--- src/rtl/regfile_pkg.sv ---
// rtl/regfile_pkg.sv - shared defaults and constants for the multi-port register file
package regfile_pkg;

    // Default geometry of the register file
    localparam int DATA_W_DEF = 32;
    localparam int ADDR_W_DEF = 5;
    localparam int NUM_RD_MAX = 4;

    // Architectural zero register index
    localparam int REG_ZERO = 0;

    // Returns 1 when an address names a real (writable) register
    function automatic logic is_real_reg(input logic [31:0] addr);
        return (addr != 32'(REG_ZERO));
    endfunction

endpackage

--- src/rtl/regfile_scoreboard.sv ---
// rtl/regfile_scoreboard.sv - per-register pending-write busy vector and pending counter
module regfile_scoreboard
    import regfile_pkg::*;
#(
    parameter int ADDR_W = ADDR_W_DEF
) (
    input  logic                     clk,
    input  logic                     rstn,
    input  logic                     we,
    input  logic [ADDR_W-1:0]        wa,
    input  logic                     iss_v,
    input  logic [ADDR_W-1:0]        iss_wa,
    output logic [(1<<ADDR_W)-1:0]   busy,
    output logic [ADDR_W:0]          pend_cnt
);

    localparam int DEPTH = 1 << ADDR_W;

    logic             wr_hit;
    logic             iss_hit;
    logic             inc_en;
    logic             dec_en;
    logic [DEPTH-1:0] busy_nxt;

    // Writes and issues to the zero register never touch the scoreboard
    assign wr_hit  = we && is_real_reg(32'(wa));
    assign iss_hit = iss_v && is_real_reg(32'(iss_wa));

    // A fresh producer on an idle register adds one pending entry
    assign inc_en  = iss_hit && !busy[iss_wa];
    // A retire drops one entry unless a new producer re-claims the same register
    assign dec_en  = wr_hit && busy[wa] && !(iss_hit && (iss_wa == wa));

    // Next busy vector: retire clears first, issue sets last so the new producer wins
    always_comb begin
        busy_nxt = busy;
        if (wr_hit) begin
            busy_nxt[wa] = 1'b0;
        end
        if (iss_hit) begin
            busy_nxt[iss_wa] = 1'b1;
        end
        busy_nxt[0] = 1'b0;
    end

    // Busy bits and the running population count advance together
    always_ff @(posedge clk) begin
        if (!rstn) begin
            busy     <= '0;
            pend_cnt <= '0;
        end else begin
            busy     <= busy_nxt;
            pend_cnt <= pend_cnt + {{ADDR_W{1'b0}}, inc_en} - {{ADDR_W{1'b0}}, dec_en};
        end
    end

endmodule

--- src/rtl/regfile_mp.sv ---
// rtl/regfile_mp.sv - multi-read-port register file with scoreboard; REGFILE_BYPASS_EN enables write-first forwarding
module regfile_mp
    import regfile_pkg::*;
#(
    parameter int DATA_W = DATA_W_DEF,
    parameter int ADDR_W = ADDR_W_DEF,
    parameter int NUM_RD = 2
) (
    input  logic                     clk,
    input  logic                     rstn,
    input  logic [NUM_RD*ADDR_W-1:0] ra,
    output logic [NUM_RD*DATA_W-1:0] rd,
    output logic [NUM_RD-1:0]        rd_busy,
    input  logic                     we,
    input  logic [ADDR_W-1:0]        wa,
    input  logic [DATA_W-1:0]        wd,
    input  logic                     iss_v,
    input  logic [ADDR_W-1:0]        iss_wa,
    output logic [ADDR_W:0]          pend_cnt
);

    localparam int DEPTH = 1 << ADDR_W;
    localparam logic [ADDR_W-1:0] ZERO_A = ADDR_W'(REG_ZERO);

    logic [DATA_W-1:0] mem [DEPTH];
    logic [DEPTH-1:0]  busy;

    regfile_scoreboard #(
        .ADDR_W   (ADDR_W)
    ) u_scoreboard (
        .clk      (clk),
        .rstn     (rstn),
        .we       (we),
        .wa       (wa),
        .iss_v    (iss_v),
        .iss_wa   (iss_wa),
        .busy     (busy),
        .pend_cnt (pend_cnt)
    );

    // Storage array: cleared on reset, the zero register is never written
    always_ff @(posedge clk) begin
        if (!rstn) begin
            for (int i = 0; i < DEPTH; i++) begin
                mem[i] <= '0;
            end
        end else if (we && (wa != ZERO_A)) begin
            mem[wa] <= wd;
        end
    end

    for (genvar i = 0; i < NUM_RD; i++) begin : g_rd
        logic [ADDR_W-1:0] a;
        logic [DATA_W-1:0] d_st;
        logic              b_st;

        assign a    = ra[i*ADDR_W +: ADDR_W];
        assign d_st = (a == ZERO_A) ? '0 : mem[a];
        assign b_st = (a == ZERO_A) ? 1'b0 : busy[a];

`ifdef REGFILE_BYPASS_EN
        // Write-first: a same-cycle retire to this port's register is seen immediately
        logic fwd;
        assign fwd                     = we && (wa != ZERO_A) && (wa == a);
        assign rd[i*DATA_W +: DATA_W]  = fwd ? wd : d_st;
        assign rd_busy[i]              = fwd ? 1'b0 : b_st;
`else
        assign rd[i*DATA_W +: DATA_W]  = d_st;
        assign rd_busy[i]              = b_st;
`endif
    end

endmodule

--- config.mk ---
export PLATFORM = sky130hd
export DESIGN_NAME = regfile_mp
export DESIGN_NICKNAME = d
export VERILOG_FILES = /design/src/rtl/regfile_pkg.sv /design/src/rtl/regfile_scoreboard.sv /design/src/rtl/regfile_mp.sv
export SDC_FILE = /design/constraint.sdc
export NUM_CORES = 2
export LEC_CHECK = 0
export ABC_AREA = 1
export ABC_CLOCK_PERIOD_IN_PS = 3250
export CAP_MARGIN = 20
export CORE_MARGIN = 5
export CORE_UTILIZATION = 25
export DETAILED_ROUTE_END_ITERATION = 8
export GPL_ROUTABILITY_DRIVEN = 0
export PLACE_DENSITY = 0.36
export SYNTH_ARGS = -nofsm -noshare
export SYNTH_HDL_FRONTEND = slang
export SYNTH_HIERARCHICAL = 1
export SYNTH_SLANG_ARGS = --single-unit
--- constraint.sdc ---
create_clock -name clk -period 3.25 [get_ports clk]
set_input_delay 0.8125 -clock clk [delete_from_list [all_inputs] [get_ports clk]]
set_output_delay 0.8125 -clock clk [all_outputs]
set_load 0.01 [all_outputs]
**Word-level counts from Yosys, hierarchy flattened**

Memories as Yosys holds them, arrays and structs flattened.
Cells that the tools add are included.

- Bits of input ports: 56
- Flip-flop bits (word level): 38
- Memories kept: 1
- Word-level logic and storage cells: 56
- RAM bits: 1024
- Output and inout port bits: 72

Memory list:

| name | words | width | rd ports | clocked after memory_dff | write ports | RTL line | text |
|---|---|---|---|---|---|---|---|
| mem | 32 | 32 | 2 | 0 | 32 | regfile_mp.sv:25 | `logic [DATA_W-1:0] mem [DEPTH];` |

- Add/subtract/negate cells: 2
- Reduce and logical (&&, ||, !) cells: 15
- Mux-type cells: 25
- Magnitude comparators: 6
- Equality and inequality tests: 1
- Bitwise operators: 3

Operators by type and width:

| kind | number |
|---|---|
| $mux W32 | 5 |
| $and A32 B32 Y32 | 1 |
| $not A32 Y32 | 1 |
| $or A32 B32 Y32 | 1 |
| $reduce_or A32 Y1 | 1 |
| $lt A5 B6 Y1 const B | 4 |
| $bmux W1 S5 | 4 |
| $mux W1 | 13 |
| $demux W1 S5 | 2 |
| $ge A5 B1 Y1 const B | 2 |
| $logic_not A5 Y1 | 2 |
| $reduce_bool A5 Y1 | 2 |
| $logic_and A1 B1 Y1 | 8 |
| $add A6 B1 Y6 | 1 |
| $sub A6 B1 Y6 | 1 |
| $eq A5 B5 Y1 | 1 |
| $mux W5 | 1 |
| $logic_not A1 Y1 | 2 |

**Logic depth before layout (Yosys ltp)**

- Depth after elaboration: 9
- Gate-level depth with buffers: 21
- Gate-level depth less buffers: 19

**Modules after synthesis**

The synthesis kept the hierarchy.

Modules (own cells, without submodules):

| module | cells an instance | instances | seq. area each (µm²) | area each (µm²) |
|---|---|---|---|---|
| regfile_mp | 7405 | 1 | 30749.5 | 57356.3 |
| regfile_scoreboard | 409 | 1 | 740.7 | 2427.3 |

**Worst setup path after synthesis**

Ideal clock, no wire load.

- Kind: input-to-reg
- Start: in iss_wa[0]
- End: reg u_scoreboard.pend_cnt[4]
- Path slack: 0.125 ns
- Cell stages on the path: 20
- Library setup time: 0.119 ns
- Required time: 3.131 ns
- Buffers on the path: 2
- Arrival: 3.006 ns
- Cells stage by stage: buf_4 nand2_1 inv_2 buf_4 nand2_1 nand4_1 nand2_1 nand2_1 nor2_1 nand3_2 ha_1 inv_1 ha_1 fa_1 nand2_1 inv_1 o21ai_0 nand2_1 o21ai_0 a21oi_1

- Word-level cells in the longest chain between the ends: 6
- Elaborated cells on any way between the ends: 12
- Classes of those cells: 2 x add/sub; 1 x eq/ne; 2 x mux; 7 x reduce/logical

Ends and longest elaborated chain:

| item | RTL line | text |
|---|---|---|
| from (decl) | regfile_mp.sv:18 | `input logic [ADDR_W-1:0] iss_wa,` |
| $bmux W1 S5 / $reduce_bool A5 Y1 (equally long branches) | regfile_scoreboard.sv:30, regfile_pkg.sv:14 |  |
| $mux W1 (not written as such) / $logic_and A1 B1 Y1 (equally long branches) | regfile_scoreboard.sv:30, regfile_scoreboard.sv:27 |  |
| $logic_not A1 Y1 / $logic_and A1 B1 Y1 (equally long branches) | regfile_scoreboard.sv:30, regfile_scoreboard.sv:32 |  |
| $logic_and A1 B1 Y1 / $logic_not A1 Y1 (equally long branches) | regfile_scoreboard.sv:30, regfile_scoreboard.sv:32 |  |
| $add A6 B1 Y6 / $logic_and A1 B1 Y1 (equally long branches) | regfile_scoreboard.sv:53, regfile_scoreboard.sv:32 |  |
| $sub A6 B1 Y6 * | regfile_scoreboard.sv:53 | `pend_cnt <= pend_cnt + {{ADDR_W{1'b0}}, inc_en} - {{ADDR_W{1'b0}}, dec_en};` |
| to (signal assigned) | regfile_scoreboard.sv:53 |  |
| to (decl) | regfile_scoreboard.sv:14 | `output logic [ADDR_W:0] pend_cnt` |

Mark *: on every way between the ends. The rest lies on a longest branch, timed or not. The select of a mux whose other input is x is not followed.
A chain may end at the register's enable or synchronous reset.

**Worst setup path after layout**

- Start: in ra[0]
- End: out rd[12]

- Word-level cells in the longest chain between the ends: 2
- Elaborated cells on any way between the ends: 3
- Classes of those cells: 1 x mux; 1 x reduce/logical; 1 x memory

Ends and longest elaborated chain:

| item | RTL line | text |
|---|---|---|
| from (decl) | regfile_mp.sv:11 | `input logic [NUM_RD*ADDR_W-1:0] ra,` |
| $mem_v2 Z32 W32 / $logic_not A5 Y1 (equally long branches) | -- |  |
| $mux W32 * | regfile_mp.sv:58 | `assign d_st = (a == ZERO_A) ? '0 : mem[a];` |
| to (decl) | regfile_mp.sv:12 | `output logic [NUM_RD*DATA_W-1:0] rd,` |

Mark *: on every way between the ends. The rest lies on a longest branch, timed or not.

==> out/summary.txt <==
Worst VDD drop - 0.519 mV
M1 GR Usage - 33.4%
Post-route insts no fill - 11,700
Routed wire length - 313,000 um
Startpoint Class - input port
Die width - 499 um
Crit-path cells - buf_16 > buf_16 > buf_12 > buf_16 > buf_12 > nand2_1 > nand3_1 > nand3_1 > nand2_1 > nand2_1 > nand3_2 > buf_6 > nand2_4 > nor2_4 > buf_6
Achievable Freq - 0.292 GHz
Dpl hpwl - 197,000 um
YS warnings - 6
Leak - 34.2 nW
Register area share after synthesis - 52.7%
Synth Register Bits - 1,061
Cell Pwr Density - 466 mW/mm2
Final Slew Violations - 0
CTS buffer count - 139
Drt drc - 0
Largest net degree at the start of global routing - 44
Max Cap Viol - 0
Yosys cell types - 31
Wire per inst - 26.6 um
Global routing's busiest layer - met2
Max stage delay on crit path - 0.23 ns
Slew @ Worst Pin - 0.873 ns
CTS tree - built
Max_slew headroom - 41.8%
Die height - 499 um
Critical Path Slowest Stage Cell - nor2_4
Final period util - 105%
GR Overflow Total - 0
Final hold viol count - 0
Status - finished with violations
All-Layer GR Usage - 24.1%
Hold_buf cts - 0
Share of post-route cells with drive strength above 1 - 23.2%
RSZ-0062 raised after global routing - yes
Vias - 59,300
Final instance area - 0.0825 mm2
Initial Utilization - 25.1%
Std-Cell Rows - 179
GR Util met2 - 39.4%
Max Root-Sink Buffers - 3
Placed insts - 11,300
Mapped cell area - 0.0598 mm2
Sink Count - 1,061
Pre-CTS setup slack - -1.06 ns
Max H-tree Level - 4
Critical path peak fanout - 6
Hold path depth - 4
Buffers on Ports - 127
Root Driver - clkbuf_16
Reg clk slew, reported paths - 0.06 ns
Max Clock Skew - 0.00703 ns
Vias in the first global route - 56,600
Hold/Removal Path Class - input port to flip-flop
Mean Syn Cell Area - 7.65 um2
1st-pass router iterations - 5
Post-DP Area - 0.0712 mm2
GRT met3 Usage - 3.09%
Die area - 0.249 mm2
Kind of critical path - input port to output port
Clk_lat worst skew - 0.79 ns
Arrival time at the worst endpoint - 2.61 ns
Top-Level Pins - 128
Overall Power - 38.4 mW
Post-DRT Antenna Nets - 0
Setup TNS - -3.33 ns
Layout Area Growth over Synthesis - 37.9%
Global-route wire length before repair - 436,000 um
Post-Syn Instances - 7,814
Nets - 8,524
Critical Path RT - 2.44 ns
Finished Core Util - 34.7%
Final setup margin - -0.174 ns
Core ar. - 0.238 mm2
Initial antenna violation count - 7
Final setup viols - 51
Minimum clock period - 3.42 ns
Via/cell ratio - 5.05
Worst setup EP type - output port
Worst R2R Path Depth - 16
Final hold slack - 0.501 ns
Violated checks - negative setup slack
DR iter-0 viols - 5,805
==> Yosys cell counts (all sizes together) <==
| master | count | share of area (%) |
|---|---|---|
| ha | 6 | 0.13 |
| nor4 | 1 | 0.010 |
| nand2 | 2304 | 14 |
| o21bai | 1 | 0.013 |
| conb | 2 | 0.013 |
| and3 | 1 | 0.010 |
| a21oi | 184 | 1.5 |
| xor2 | 3 | 0.044 |
| buf | 395 | 3.4 |
| o211ai | 29 | 0.36 |
| nor2 | 1816 | 11 |
| nor3 | 19 | 0.16 |
| nand3 | 1014 | 8.5 |
| o21ai | 492 | 4.1 |
| nand4 | 6 | 0.063 |
| inv | 214 | 1.3 |
| fa | 1 | 0.033 |
| clkinv | 2 | 0.013 |
| edfxtp | 1024 | 51 |
| dfxtp | 37 | 1.2 |
| clkbuf | 263 | 1.7 |
==> logic make-up after synthesis <==
kind of cell               synth area share, %
buffers and inverters                     6.45
DFF                                       52.7
xor gates and xnor gates                0.0440
other                                   0.0126
and+or+nand+nor                           34.6
adders and majority gates                0.159
AOI/OAI and AO/OA                         6.04
==> worst max-delay path, delay by kind of cell <==
| family | cells | cell delay (ns) |
|---|---|---|
| buffers and inverters | 7 | 1.01 |
| and+or+nand+nor | 8 | 0.74 |
==> registers in the layout, summed over array words and instances, names as in the netlist <==
name	count
mem	1024
u_scoreboard/busy	31
u_scoreboard/pend_cnt	6
==> per-layer routing <==
| metal | part of all wire [%] | vias up |
|---|---|---|
| li1 | - | 27000 |
| met1 | 45 | 29500 |
| met2 | 46 | 2396 |
| met3 | 5.8 | 451 |
| met4 | 3.1 | 2 |
| met5 | 0.0022 | - |
==> path summary, 6_finish.rpt <==
check,to,startpoint,slack (ns)
setup / recovery,rd[12],ra[0],-0.17
hold / removal,u_scoreboard/busy[2],iss_wa[0],0.50
setup reg to reg,u_scoreboard/pend_cnt[4],u_scoreboard/busy[31],0.65
hold reg to reg,u_scoreboard/busy[4],u_scoreboard/busy[4],0.54
==> final cells by class <==
| type | instances | area [um2] |
|---|---|---|
| Clock buffer | 187 | 3760 |
| Inverter | 216 | 897 |
| Sequential cell | 1061 | 31500 |
| Clock inverter | 61 | 392 |
| Tap cell | 3167 | 3960 |
| Timing Repair Buffer | 1130 | 14200 |
| Antenna cell | 6 | 15.0 |
| Fill cell | 24600 | 155000 |
| Timing Repair inverter | 3 | 48.8 |
| Multi-Input combinational cell | 5910 | 27600 |
==> layout by cell type, fill, tap and decap left out, types with 6 or more instances in the layout <==
cell             Yosys  routed
nand2_1           2304    2015
nor2_1            1813    1625
edfxtp_1          1024    1024
nand3_1           1013     835
buf_4               56     582
o21ai_0            460     384
nand2_2              0     244
buf_12               0     240
inv_1              195     190
nand3_2              1     169
clkbuf_16            0     167
a21oi_1            184     153
buf_6                4     107
nor2_4               1     103
o21ai_1             32      91
nor2_2               2      88
buf_16               0      65
clkdlybuf4s50_1      0      48
nand2_4              0      45
clkbuf_1           262      43
dfxtp_1             37      37
clkinv_1             2      33
conb_1               2      33
o211ai_1            29      29
a21oi_2              0      29
buf_8                0      23
buf_2              263      21
nor3_1              19      19
inv_2               18      18
o21ai_2              0      17
clkinv_2             0      17
bufbuf_16            0      16
nand3_4              0      10
diode_2              0       6
nand4_1              6       6
ha_1                 6       6
==> where the power goes <==
part	leakage (nW)	switching (mW)	internal [mW]
registers	10.0	0.438	15.7
logic	22.1	4.64	2.87
clock network	2.03	6.37	8.33
==> timing repair <==
action / 4_1_cts / 5_1_grt
gates resized for setup: 966 / 460
cloned: 52 / 24
endpoints found under the setup margin: 66 / 67
buffers inserted: 122 / 38
pin swaps: 209 / 238
Power figures use the tool's default switching activity.
